**config.mk**
```make
export PLATFORM = sky130hd
export DESIGN_NAME = axi_burst_master
export DESIGN_NICKNAME = d
export VERILOG_FILES = /design/src/rtl/axi_pkg.sv /design/src/rtl/axi_watchdog.sv /design/src/rtl/axi_burst_master.sv
export SDC_FILE = /design/constraint.sdc
export NUM_CORES = 1
export LEC_CHECK = 0
export BUFFER_PORTS_ARGS = -buffer_cell sky130_fd_sc_hd__buf_4
export CAP_MARGIN = 5
export CORE_AREA = 2 2 131 133
export DETAILED_ROUTE_END_ITERATION = 12
export DIE_AREA = 0 0 133 135
export PLACE_DENSITY = 0.56
export SLEW_MARGIN = 20
export SYNTH_ARGS = -nofsm -noshare
export SYNTH_HDL_FRONTEND = slang
export SYNTH_SLANG_ARGS = --single-unit
```
**constraint.sdc**
```tcl
create_clock -name aclk -period 5.05 [get_ports aclk]
set_input_delay 0.505 -clock aclk [delete_from_list [all_inputs] [get_ports aclk]]
set_output_delay 0.505 -clock aclk [all_outputs]
set_load 0.1 [all_outputs]
```
**src/rtl/axi_pkg.sv**
```systemverilog
// Shared AXI3 definitions for the burst master: burst types, response
// codes, lock/cache/prot defaults, the FSM state enum and a response merge helper.
package axi_pkg;

    localparam logic [1:0] BURST_FIXED = 2'b00;
    localparam logic [1:0] BURST_INCR  = 2'b01;
    localparam logic [1:0] BURST_WRAP  = 2'b10;

    localparam logic [1:0] RESP_OKAY   = 2'b00;
    localparam logic [1:0] RESP_EXOKAY = 2'b01;
    localparam logic [1:0] RESP_SLVERR = 2'b10;
    localparam logic [1:0] RESP_DECERR = 2'b11;

    localparam logic [1:0] LOCK_NORMAL = 2'b00;
    localparam logic [3:0] CACHE_NONE  = 4'b0000;
    localparam logic [2:0] PROT_NONE   = 3'b000;

    typedef enum logic [2:0] {
        IDLE,
        WR_ADDR,
        WR_DATA,
        WR_RESP,
        RD_ADDR,
        RD_DATA,
        DONE
    } state_t;

    // Worst-of merge for per-beat read responses (higher code = more severe)
    function automatic logic [1:0] resp_max(input logic [1:0] a, input logic [1:0] b);
        return (a > b) ? a : b;
    endfunction

endpackage

```
**src/rtl/axi_watchdog.sv**
```systemverilog
// Stall watchdog for the burst master: counts cycles while the master is active,
// restarts on every AXI handshake, and flags expiry at LIMIT-1.
module axi_watchdog #(
    parameter int LIMIT = 1024
) (
    input  logic clk,
    input  logic srst,
    input  logic active,
    input  logic clear,
    output logic expired
);
    localparam int CW = $clog2(LIMIT) + 1;

    logic [CW-1:0] count_reg;

    assign expired = active && (count_reg == CW'(LIMIT - 1));

    // Count idle cycles of an active transaction; any progress restarts the count
    always_ff @(posedge clk) begin
        if (srst || !active || clear) begin
            count_reg <= '0;
        end else if (!expired) begin
            count_reg <= count_reg + 1'b1;
        end
    end

endmodule

```
**src/rtl/axi_burst_master.sv**
```systemverilog
// AXI3 burst master: one command becomes one complete AXI transaction with
// W/R beats streamed through pass-through side ports and a merged completion.
// Optional stall watchdog enabled by defining AXI_MASTER_TIMEOUT_EN.
module axi_burst_master
    import axi_pkg::*;
#(
    parameter int ADDR_W         = 32,
    parameter int DATA_W         = 32,
    parameter int ID_W           = 4,
    parameter int TIMEOUT_CYCLES = 1024
) (
    input  logic                  aclk,
    input  logic                  areset,
    input  logic                  cmd_valid,
    output logic                  cmd_ready,
    input  logic                  cmd_write,
    input  logic [ADDR_W-1:0]     cmd_addr,
    input  logic [3:0]            cmd_len,
    input  logic [2:0]            cmd_size,
    input  logic [1:0]            cmd_burst,
    input  logic [ID_W-1:0]       cmd_id,
    input  logic                  wr_valid,
    output logic                  wr_ready,
    input  logic [DATA_W-1:0]     wr_data,
    input  logic [DATA_W/8-1:0]   wr_strb,
    output logic                  rd_valid,
    input  logic                  rd_ready,
    output logic [DATA_W-1:0]     rd_data,
    output logic [1:0]            rd_resp,
    output logic                  rd_last,
    output logic                  done_valid,
    output logic                  done_write,
    output logic [1:0]            done_resp,
    output logic                  busy,
    output logic                  proto_err,
    output logic                  timeout,
    output logic [ID_W-1:0]       awid,
    output logic [ADDR_W-1:0]     awaddr,
    output logic [3:0]            awlen,
    output logic [2:0]            awsize,
    output logic [1:0]            awburst,
    output logic [1:0]            awlock,
    output logic [3:0]            awcache,
    output logic [2:0]            awprot,
    output logic                  awvalid,
    input  logic                  awready,
    output logic [ID_W-1:0]       wid,
    output logic [DATA_W-1:0]     wdata,
    output logic [DATA_W/8-1:0]   wstrb,
    output logic                  wlast,
    output logic                  wvalid,
    input  logic                  wready,
    input  logic [ID_W-1:0]       bid,
    input  logic [1:0]            bresp,
    input  logic                  bvalid,
    output logic                  bready,
    output logic [ID_W-1:0]       arid,
    output logic [ADDR_W-1:0]     araddr,
    output logic [3:0]            arlen,
    output logic [2:0]            arsize,
    output logic [1:0]            arburst,
    output logic [1:0]            arlock,
    output logic [3:0]            arcache,
    output logic [2:0]            arprot,
    output logic                  arvalid,
    input  logic                  arready,
    input  logic [ID_W-1:0]       rid,
    input  logic [DATA_W-1:0]     rdata,
    input  logic [1:0]            rresp,
    input  logic                  rlast,
    input  logic                  rvalid,
    output logic                  rready
);
    // Largest legal AxSIZE is the full bus width
    localparam logic [2:0] SIZE_LIMIT = 3'($clog2(DATA_W / 8));

    state_t            state_reg, state_next;
    logic              write_reg;
    logic [ADDR_W-1:0] addr_reg;
    logic [3:0]        len_reg;
    logic [2:0]        size_reg;
    logic [1:0]        burst_reg;
    logic [ID_W-1:0]   id_reg;
    logic [3:0]        count_reg;
    logic [1:0]        resp_reg;
    logic              proto_err_reg;
    logic              timeout_reg;
    logic              wd_expired;

    wire aw_hs     = awvalid && awready;
    wire w_hs      = wvalid && wready;
    wire b_hs      = bready && bvalid;
    wire ar_hs     = arvalid && arready;
    wire r_hs      = rvalid && rready;
    wire last_beat = (count_reg == len_reg);

`ifdef AXI_MASTER_TIMEOUT_EN
    axi_watchdog #(.LIMIT(TIMEOUT_CYCLES)) u_watchdog (
        .clk     (aclk),
        .srst    (areset),
        .active  (state_reg != IDLE && state_reg != DONE),
        .clear   (aw_hs || w_hs || b_hs || ar_hs || r_hs),
        .expired (wd_expired)
    );
`else
    assign wd_expired = 1'b0;
`endif

    // State register, command latch, beat counter, response merge and sticky flags
    always_ff @(posedge aclk) begin
        if (areset) begin
            state_reg     <= IDLE;
            write_reg     <= 1'b0;
            addr_reg      <= '0;
            len_reg       <= '0;
            size_reg      <= '0;
            burst_reg     <= '0;
            id_reg        <= '0;
            count_reg     <= '0;
            resp_reg      <= RESP_OKAY;
            proto_err_reg <= 1'b0;
            timeout_reg   <= 1'b0;
        end else begin
            state_reg <= state_next;
            case (state_reg)
                IDLE: begin
                    if (cmd_valid) begin
                        write_reg <= cmd_write;
                        addr_reg  <= cmd_addr;
                        len_reg   <= cmd_len;
                        size_reg  <= (cmd_size > SIZE_LIMIT) ? SIZE_LIMIT : cmd_size;
                        burst_reg <= cmd_burst;
                        id_reg    <= cmd_id;
                        count_reg <= '0;
                        resp_reg  <= RESP_OKAY;
                    end
                end
                WR_DATA: begin
                    if (w_hs) count_reg <= count_reg + 1'b1;
                end
                WR_RESP: begin
                    if (bvalid) begin
                        resp_reg <= bresp;
                        if (bid != id_reg) proto_err_reg <= 1'b1;
                    end
                end
                RD_DATA: begin
                    if (r_hs) begin
                        count_reg <= count_reg + 1'b1;
                        resp_reg  <= resp_max(resp_reg, rresp);
                        if ((rlast != last_beat) || (rid != id_reg)) proto_err_reg <= 1'b1;
                    end
                end
                default: ;
            endcase
            if (wd_expired) begin
                timeout_reg <= 1'b1;
                resp_reg    <= RESP_SLVERR;
            end
        end
    end

    // Next-state logic; a watchdog expiry abandons the transaction via DONE
    always_comb begin
        state_next = state_reg;
        case (state_reg)
            IDLE:    if (cmd_valid) state_next = cmd_write ? WR_ADDR : RD_ADDR;
            WR_ADDR: if (awready) state_next = WR_DATA;
            WR_DATA: if (w_hs && last_beat) state_next = WR_RESP;
            WR_RESP: if (bvalid) state_next = DONE;
            RD_ADDR: if (arready) state_next = RD_DATA;
            RD_DATA: if (r_hs && last_beat) state_next = DONE;
            DONE:    state_next = IDLE;
            default: state_next = IDLE;
        endcase
        if (wd_expired) state_next = DONE;
    end

    assign cmd_ready  = (state_reg == IDLE) && !areset;
    assign busy       = (state_reg != IDLE);
    assign proto_err  = proto_err_reg;
    assign timeout    = timeout_reg;
    assign done_valid = (state_reg == DONE);
    assign done_write = (state_reg == DONE) && write_reg;
    assign done_resp  = (state_reg == DONE) ? resp_reg : RESP_OKAY;

    assign awvalid = (state_reg == WR_ADDR);
    assign awid    = id_reg;
    assign awaddr  = addr_reg;
    assign awlen   = len_reg;
    assign awsize  = size_reg;
    assign awburst = burst_reg;
    assign awlock  = LOCK_NORMAL;
    assign awcache = CACHE_NONE;
    assign awprot  = PROT_NONE;

    assign arvalid = (state_reg == RD_ADDR);
    assign arid    = id_reg;
    assign araddr  = addr_reg;
    assign arlen   = len_reg;
    assign arsize  = size_reg;
    assign arburst = burst_reg;
    assign arlock  = LOCK_NORMAL;
    assign arcache = CACHE_NONE;
    assign arprot  = PROT_NONE;

    // Write and read beats pass straight through while in their data phase
    assign wvalid   = (state_reg == WR_DATA) && wr_valid;
    assign wr_ready = (state_reg == WR_DATA) && wready;
    assign wdata    = (state_reg == WR_DATA) ? wr_data : '0;
    assign wstrb    = (state_reg == WR_DATA) ? wr_strb : '0;
    assign wlast    = (state_reg == WR_DATA) && last_beat;
    assign wid      = id_reg;
    assign bready   = (state_reg == WR_RESP);

    assign rready   = (state_reg == RD_DATA) && rd_ready;
    assign rd_valid = (state_reg == RD_DATA) && rvalid;
    assign rd_data  = (state_reg == RD_DATA) ? rdata : '0;
    assign rd_resp  = (state_reg == RD_DATA) ? rresp : RESP_OKAY;
    assign rd_last  = (state_reg == RD_DATA) && rlast;

endmodule

```
Word-level counts from Yosys, hierarchy flattened. Cells that the tools add are included.

Add/sub/neg operators: 1. Magnitude comparators: 2. Equal/unequal tests: 21. Muxes and demuxes: 28. Reductions and logical operators: 24.

Operators with widths (count): $mux 32 (2); $mux 3 (8); $pmux 3 s6 (1); $mux 4 (4); $ne 2x2->1 const B (8); $logic_and 1x1->1 (12); $mux 2 (6); $pmux 4 s3 (1); $reduce_and 5->1 (2); $eq 3x3->1 const B (3); $reduce_bool 3->1 (3); $ne 4x4->1 (2); $eq 3x2->1 const B (2); $ne 2x1->1 const B (3); $pmux 2 s3 (1); $reduce_and 6->1 (1); $add 4x1->4 const B (1); $eq 4x4->1 (1); $mux 1 (4); $reduce_and 4->1 (1); $eq 3x1->1 const B (1); $gt 3x2->1 const B (1); $logic_not 3->1 (1); $gt 2x2->1 (1); 6 further kinds (6).

Register bits after elaboration: 56. Input bits: 137. Output and inout port bits: 199. Logic and storage cells: 86.

Depth between registers and ports, before layout.
Word-level depth: 6. Gate-level depth with buffers: 7. Mapped depth without buffers: 7.

Worst setup path before layout. Ideal clock, no wire load.

Path kind: register -> output. Start point: reg state_reg[0]. End point: out arvalid. Arrival time: 2798 ps. Setup slack: 1747 ps. Cell stages (with the launch flop): 3. Path buffers: 1. Cell sequence: dfxtp_1 clkbuf_1 nor3b_1.

Cells in the longest elaborated chain, start to end: 1.

Ends and longest elaborated chain: start: declaration (RTL line axi_burst_master.sv:77) `state_t state_reg, state_next;`; start signal: assignment (RTL line axi_burst_master.sv:124) `state_reg <= state_next;`; $eq 3x3->1 (RTL line axi_burst_master.sv:197) `assign arvalid = (state_reg == RD_ADDR);`; end: declaration (RTL line axi_burst_master.sv:65) `output logic arvalid,`.

Every way passes these cells.

Final worst setup path.
Start point: reg state_reg[0]. End point: out rd_resp[1].

Cells in the longest elaborated chain, start to end: 2.

Ends and longest elaborated chain: $eq 3x3->1 (RTL line axi_burst_master.sv:219) `assign rd_resp = (state_reg == RD_DATA) ? rresp : RESP_OKAY;`; $mux 2 (RTL line axi_burst_master.sv:219); end: declaration (RTL line axi_burst_master.sv:29) `output logic [1:0] rd_resp,`.

Every way passes these cells.

==> summary.txt <==
Timing
  – Pins Over Slew Limit: 0
  – Final Hold Vio Count: 0
  – RSZ-0062 raised after global routing: no
  – Tightest Pin Transition: between 1000 and 1500 ps
  – Setup TNS: 0 ps
  – Min cycle time layout: 2690 ps
  – Max frequency: between 0.3 and 0.4 GHz
  – Clk_skew: ~5 ps
  – Setup violators final: 0
  – Setup WS post-layout: approximately 2400 ps
  – Fin crit share: between 50 and 60%
  – Slew HR: about 32%

Detailed routing
  – DRT antenna net count: 0
  – Vias: about 3700
  – Via density: 4.01
  – Drt pass-1 iters: 4
  – Routed WL per cell: ~14 um
  – Total wire length: 12.8 mm
  – 1st-iter DRT viols: between 100 and 150
  – Drt drc: 0

Synth
  – Cell accounting for the most synthesized area: dfxtp_1
  – Post-synth EDFFs: 0
  – Sequential cell area fraction in the yosys report: about a third
  – Synth top cells by count: nand2_1 (95), and2_1 (80), buf_4 (68), dfxtp_1 (56), a21oi_1 (55)
  – #FFs+latches synth: 56
  – Main area contributors after synthesis: dfxtp_1 (33%), buf_4 (15%), and2_1 (15%), nand2_1 (10%), a21oi_1 (8.0%)
  – Top cell type's share of synthesized area: 32.7%
  – Async S/R FF share, synth: 0%
  – Mapped Cells: 460
  – Top-count cell post-synth: nand2_1
  – Ys flop type: dfxtp_1
  – Cell variety after synth: 39
  – Post-Synthesis Cell Area: roughly 0.0034 mm^2
  – Yosys warns: 0
  – Average cell area after synthesis: roughly 7.5 um^2

Finish
  – Max reg flops: 32
  – Final std cells w/o fill: between 900 and 1000
  – Area Overhead vs Synth: 66.1%
  – Net count, final: approximately 850
  – Diodes inserted: 0
  – Post-layout util: between 30% and 40%
  – Fraction of layout cells with a size suffix above 1: around 47%

Clocking
  – Root Buffer: clkbuf_16
  – CTS Buf Count: 5
  – Post-CTS Hold Buffers: 0
  – H-tree depth: 2
  – Clock Sinks: 56
  – Post-CTS setup buffer count: 0
  – Clock Path Buffers: 2
  – CTS tree: yes
  – Clk Latency, worst-skew pair: around 300 ps
  – CTS clk-pin slew, worst paths: 70 ps
  – Post-CTS sizing: 0

Setup path
  – Worst path required time: roughly 4600 ps
  – CP endpoint kind: output port
  – Reg2Reg Depth: 5
  – RR Endpoint: count_reg[2]
  – CP Max Fanout: 40
  – Kind of critical path: reg -> out
  – Reg2reg setup slack: 2410 ps
  – Critical Path Source: state_reg[0]
  – Arrival time worst endpoint: 2190 ps
  – Reg-to-reg startpoint: state_reg[0]
  – Worst setup path endpoint: rd_resp[1]
  – Startpoint Class: flop

Worst hold path
  – HP Class: in -> reg

GRT
  – Grt ovf: 0
  – Vias in the first global route: approximately 3300
  – All-Layer GR Usage: 13.2%
  – Largest net degree at the start of global routing: 59
  – Initial antenna violation count: 0
  – Global-route wire length before repair: around 19 mm

Floorplan
  – Boundary Pins: approximately 340
  – Die span in x: roughly 130 um
  – Die area: about 0.018 mm^2
  – # rows: 47
  – Core area: 0.0164 mm^2
  – Die Height: 135 um
  – Initial Util: about a fifth

Outcome
  – Outcome: finished clean

Place
  – Inst Count DP: 922
  – Hpwl dp: 9.85 mm
  – Buffers on Ports: around 320
  – Final GP Congestion: 0.805
  – Setup Slack @ Placement: approximately 2400 ps

Power
  – PD cells: approximately 340 mW/mm^2
  – Peak supply drop: 0.165 mV
  – Leak pwr: 2.89 nW

Run
  – Max-Cap Viols: 0
## final cells by class
cell class,count,area [um^2]
Tap cell,220,275
Clock buffer,7,143
Timing Repair Buffer,319,2390
Clock inverter,1,7.51
Fill cell,1790,10700
Inverter,5,18.8
Sequential cell,56,1120
Multi-Input combinational cell,322,1730
## cells by family after synthesis
logic type / synth area share, %
adder cells (fa/ha/maj): 1.10
flip-flops: 32.7
other: 0.109
AND/OR/NAND/NOR: 31.5
XOR/XNOR: 3.32
multiplexers: 0.292
AO/OA/AOI/OAI: 12.2
buffers and inverters: 18.8
## critical path, cell delays in order, from the launching register on
cell	delay, ps
dfxtp_1	640
and3b_1	390
buf_4	350
and2_1	200
buf_4	290
## worst min-delay path by stage
| stage | startpoint | endpoint | slack, ps | depth (start not counted) |
|---|---|---|---|---|
| 2_1_floorplan | write_reg | write_reg | 430 | 2 |
| 3_3_place_gp | araddr[9] | araddr[9] | 460 | 2 |
| 3_5_place_dp | araddr[20] | araddr[20] | 470 | 2 |
| 4_1_cts | cmd_addr[20] | araddr[20] | 430 | 3 |
| 5_1_grt | cmd_addr[28] | araddr[28] | 430 | 3 |
| 6_report | cmd_addr[19] | araddr[19] | 450 | 3 |
## stage by stage
step / cell area [um^2] / hold slack [ps] / power [mW]
CTS: 5690 / 431 / 1.98
floorplan: 3500 / 432 / 1.40
detailed placement: 5540 / 467 / 1.61
finish: 5690 / 445 / 1.96
global placement: 5540 / 463 / 1.60
global route: 5690 / 431 / 2.04
## layer usage
metal | vias up | wire length [um] | share of wire (%) | track usage, %
met5 | - | 0 | 0 | 0
met4 | 0 | 112 | 0.88 | 2.93
met3 | 9 | 1110 | 8.7 | 3.64
met2 | 167 | 6480 | 51 | 23.6
met1 | 1668 | 5070 | 40 | 15.9
li1 | 1889 | - | - | -
## power by group
part / total, mW / internal (mW) / switching [mW]
logic: 1.07 / 0.231 / 0.836
clock network: 0.367 / 0.198 / 0.169
registers: 0.523 / 0.479 / 0.0443
total: 1.96 / 0.908 / 1.05
## cells in the final DEF, fill, tap and decap left out, types with 2 or more instances in the layout
cell / synthesis / layout
inv_1: 5 / 5
nor3b_1: 3 / 3
dfxtp_1: 56 / 56
and2_1: 80 / 79
nand3_1: 3 / 3
nor2_1: 15 / 15
xnor2_1: 5 / 5
a21oi_1: 55 / 55
a311oi_1: 2 / 2
buf_4: 68 / 319
o21ai_0: 4 / 4
conb_1: 1 / 19
a31oi_1: 3 / 3
nor2b_1: 4 / 4
nor4_1: 2 / 2
xor2_1: 8 / 8
nand2_1: 95 / 94
clkbuf_16: 0 / 5
ha_1: 3 / 3
nor3_1: 5 / 5
(Power assumes the default switching activity.)
